--- config.mk ---
export PLATFORM = sky130hd
export DESIGN_NAME = m_tag
export DESIGN_NICKNAME = d
export VERILOG_FILES = /design/src/rtl/cache_pkg.sv /design/src/rtl/m_tag.sv
export SDC_FILE = /design/constraint.sdc
export NUM_CORES = 1
export LEC_CHECK = 0
export CORE_MARGIN = 5
export CORE_UTILIZATION = 55
export DETAILED_ROUTE_END_ITERATION = 10
export DONT_BUFFER_PORTS = 1
export GPL_ROUTABILITY_DRIVEN = 0
export GPL_TIMING_DRIVEN = 1
export PLACE_DENSITY = 0.68
export SLEW_MARGIN = 20
export SYNTH_ARGS = -nofsm -noshare
export SYNTH_HDL_FRONTEND = slang
export SYNTH_SLANG_ARGS = --single-unit
--- constraint.sdc ---
create_clock -name clk -period 2.97 [get_ports clk]
set_input_delay 0.594 -clock clk [delete_from_list [all_inputs] [get_ports clk]]
set_output_delay 0.594 -clock clk [all_outputs]
set_load 0.01 [all_outputs]
--- src/rtl/cache_pkg.sv ---
// Shared sizing defaults for the cache tag, data and control blocks.
package cache_pkg;

    localparam int CACHE_DEPTH  = 4;   // number of tag entries
    localparam int CACHE_ADDR_W = 2;   // index width, log2(CACHE_DEPTH)
    localparam int CACHE_TAG_W  = 6;   // width of one tag entry

endpackage : cache_pkg

--- src/rtl/m_tag.sv ---
// Tag store: DEPTH entries of TAG_W bits.
// Writes happen on the rising clock edge. Reads are combinational.
// An active-low asynchronous reset clears every entry.
module m_tag
    import cache_pkg::*;
#(
    parameter int DEPTH  = CACHE_DEPTH,
    parameter int ADDR_W = CACHE_ADDR_W,
    parameter int TAG_W  = CACHE_TAG_W
) (
    input  logic              clk,
    input  logic [ADDR_W-1:0] address,
    input  logic [TAG_W-1:0]  din,
    input  logic              Dwr,
    output logic [TAG_W-1:0]  Rout,
    input  logic              reset
);

    logic [TAG_W-1:0] tag_q [DEPTH];
    logic [TAG_W-1:0] tag_d [DEPTH];

    // Write decode: only the addressed entry takes din when Dwr is high.
    always_comb begin
        tag_d = tag_q;
        if (Dwr) begin
            tag_d[address] = din;
        end
    end

    // Entry storage. The clear is asynchronous, so Rout drops to 0 as soon as
    // reset goes low, and a write attempted during reset is lost.
    always_ff @(posedge clk or negedge reset) begin
        if (!reset) begin
            tag_q <= '{default: '0};
        end else begin
            tag_q <= tag_d;
        end
    end

    // Read mux. Rout shows only stored contents, so din is never forwarded.
    assign Rout = tag_q[address];

endmodule : m_tag

# --- Word-level counts from Yosys, hierarchy flattened ---
# Index checks and enable logic that the tools add are counted.
word_totals:
  regBits: 24
  in_bits: 11
  elab_cells: 14
  output_inout_bits: 6
op_classes:
  muxes: 6
  bitwise_logic: 1
  reduce_logical: 1
  order_cmp: 2
ops:
  columns: ["operator", "count"]
  rows:
  - ["bitwise mux 24 bit", 1]
  - ["2-to-1 mux 6 bit", 3]
  - ["binary-select mux 6 bit (select 2 bit)", 1]
  - ["demux 6 bit (select 2 bit)", 1]
  - [">= comparator 3 bit (second input constant)", 1]
  - ["< comparator 3 x 1 -> 1 bit (second input constant)", 1]
  - ["inverter 2 -> 3 bit", 1]
  - ["logical AND 1 bit", 1]

# --- Logic depth before layout (Yosys ltp) ---
logic_depth:
  ltp_word: 6
  depth_mapped: 3
  mapped_depth_nobuf: 2

# --- Least setup slack after synthesis ---
# OpenSTA, ideal clock, no wires.
synth_timing:
  path_kind: "input to output"
  start: "in address[0]"
  end: "out Rout[0]"
  path_stages: 2
  n_path_buf: 1
  t_arrival_ns: 1.271
  required_time_ns: 2.376
  path_slack_ns: 1.105
  cell_sequence: "buf_6 > mux4_2"
synth_via:
  elab_chain_cells: 4
synth_lines:
  columns: ["element", "line", "source"]
  rows:
  - ["start: declaration", "m_tag.sv:12", "input logic [ADDR_W-1:0] address,"]
  - ["inverter 2 -> 3 bit (not written as such)", "m_tag.sv:41", "assign Rout = tag_q[address];"]
  - ["binary-select mux 6 bit (select 2 bit)", "m_tag.sv:41", null]
  - ["2-to-1 mux 6 bit (not written as such) (2 in series)", "m_tag.sv:41", null]
  - ["end: declaration", "m_tag.sv:15", "output logic [TAG_W-1:0] Rout,"]
# No other way between the ends. The select of a mux whose other input is x is not followed.

# --- Worst setup path after layout ---
layout_timing:
  start: "reg tag_q[20] in the netlist's numbering"
  end: "out Rout[2]"
layout_via:
  elab_chain_cells: 3
layout_lines:
  columns: ["element", "line", "source"]
  rows:
  - ["start: declaration", "m_tag.sv:19", "logic [TAG_W-1:0] tag_q [DEPTH];"]
  - ["start signal: assignment", "m_tag.sv:36", "tag_q <= tag_d;"]
  - ["binary-select mux 6 bit (select 2 bit)", "m_tag.sv:41", null]
  - ["2-to-1 mux 6 bit (not written as such) (2 in series)", "m_tag.sv:41", null]
# No other way between the ends. The select of a mux whose other input is x is not followed.

==> impl_metrics.json <==
{
  "status": "completed",
  "grt_pass1_vias": 587,
  "ant_nets": 0,
  "die_h_microns": 54.2,
  "yosysTopAreaCell": "dfrtp_1",
  "fin_skew_ns": 0,
  "synth.distinct_cells": 7,
  "worstPathCellList": "mux4_2",
  "mostFrequentLayoutCells": "mux2_2 (24), dfrtp_1 (24), mux4_2 (6), clkbuf_4 (3), nand3b_2 (2)",
  "leakagePower_nw": 0.467,
  "crit_arrival_ns": 1.23,
  "top_register": "tag_q",
  "hpwl_microns": 1200,
  "finalCriticalPeriod_ns": 1.82,
  "finalHoldViolCount": 0,
  "start_util_pct": 56.5,
  "synth_adder_area_share_pct": 0,
  "clkTransAtPathRegs_ns": 0.13,
  "drc": 0,
  "ios": 17,
  "clockRootBuffer": "clkbuf_4",
  "setup_violations": 0,
  "holdWs_ns": 0.239,
  "wl_per_cell_microns": 18.8,
  "hold_buffers": 1,
  "largest_reg_flops": 24,
  "port-buffer-count": 0,
  "wirelength_microns": 1690,
  "synthSimpleGateAreaFrac_pct": 4.31,
  "grtUsageTotal_pct": 14.4,
  "grt_pass1_wl_microns": 2860,
  "grt_start_max_net_pins": 25,
  "fin_setup_tns_ns": 0,
  "rsz0062_at_grt": "false",
  "cts.sinks": 24,
  "worst_pin_slew_ns": 0.526,
  "synth-xor-area-share_pct": 0,
  "die_x_microns": 54.2,
  "p_per_area_nw_per_um2": 628,
  "cts_htree_levels": 1,
  "clkLatencyLatePin_ns": 0.30,
  "cpMaxStageDelayCell": "mux4_2",
  "required_ns": 2.38,
  "overflow": 0,
  "syn_nets": 71,
  "dieArea_sq_um": 2940,
  "drtPass1Iterations": 2,
  "cts_setup_buffers": 0,
  "synthCells": 60,
  "numCtsBuffers": 3,
  "cts_tree": "done",
  "clk_path_buf_depth": 2,
  "synth_top_family_by_area": "multiplexers",
  "antenna_found_initial": 0,
  "ir_worst_vdd_mv": 0.359,
  "synth_seq_cells": 24,
  "max_freq_mhz": 550,
  "design.core.area_sq_um": 1900,
  "drive_above_1_share_pct": 60.3,
  "slew_viol_final": 0,
  "antennaDiodeCount": 0,
  "top_regs": "tag_q x24",
  "cp_num_buf_inv": 0,
  "period_share_pct": 61.3,
  "critPathMaxFanout": 2,
  "ys_seq_area_share_pct": 55.9,
  "post_drt_via_cell_ratio": 5.72,
  "syn_area_per_cell_sq_um": 17.9,
  "syn-cell-area_sq_um": 1070,
  "slowest_delay_ns": 0.51,
  "crit_path_end_kind": "output pin",
  "synth_top_area_share_pct": 55.9,
  "cts_resized": 0,
  "synthMuxAreaShare_pct": 37.7,
  "holdCritPathClass": "input pin to asynchronous set/reset pin",
  "synth_compound_area_share_pct": 0,
  "dr_total_vias": 515,
  "synthTopCellsByArea": "dfrtp_1 (56%), mux2_2 (25%), mux4_2 (13%)",
  "drtIter0Drc": 3,
  "final_nets": 75,
  "crit_family": "multiplexers",
  "num_rows": 16,
  "critPathKind": "flip-flop to output pin",
  "relSlewSlack_pct": 64.9,
  "area_delta_synth_final_pct": 4.89,
  "max-cap-violations": 0,
  "ys_warn_count": 0,
  "start_kind": "flip-flop"
}
routing by layer:
layer | GRT usage, % | vias up | share of wire [%]
met2 | 22.9 | 11 | 49
met5 | 0 | - | 0
met4 | 7.47 | 0 | 1.2
met3 | 4.16 | 2 | 6.7
li1 | - | 233 | -
met1 | 17.6 | 269 | 43
Yosys cell counts:
master / number
dfrtp_1: 24
mux2_2: 24
mux4_2: 6
buf_6: 2
nand3b_2: 2
nand3_1: 1
nor3b_4: 1
path summary, 6_finish.rpt:
check	start	depth (start not counted)	end	slack (ns)
max	tag_q[20]	1	Rout[2]	1.15
max reg2reg	tag_q[13]	1	tag_q[13]	2.21
min reg2reg	tag_q[7]	1	tag_q[7]	0.52
min in group clk	din[2]	1	tag_q[20]	0.42
max in group asynchronous	reset	1	tag_q[1]	2.37
min	reset	1	tag_q[17]	0.24
metrics by stage:
step,power (mW),cells,area (sq um),util [%],setup slack [ns]
2_1_floorplan,0.528,60,1070,-,1.10
3_3_place_gp,0.536,85,1090,57.1,1.26
3_5_place_dp,0.543,85,1090,57.1,1.25
4_1_cts,0.717,90,1130,59.5,1.14
5_1_grt,0.753,90,1130,59.3,1.10
6_report,0.708,90,1130,59.3,1.15
logic make-up (layout without fill, tap and decap cells):
group	Yosys count	count (layout)
and+or+nand+nor	4	4
muxes	30	30
DFF	24	24
buffers and inverters	2	5
area by class of cell:
class	count	area [sq um]
Clock buffer	4	36.3
Fill cell	143	774
Multi-Input combinational cell	34	452
Sequential cell	24	601
Tap cell	27	33.8
Timing Repair Buffer	1	5.00
power by group:
group	switching [mW]	internal (mW)	leakage [nW]
Sequential	0.0271	0.388	0.284
Clock	0.0936	0.0748	0.0210
Combinational	0.0443	0.0805	0.162
Total	0.165	0.543	0.467
Power figures use the tool's default switching activity.
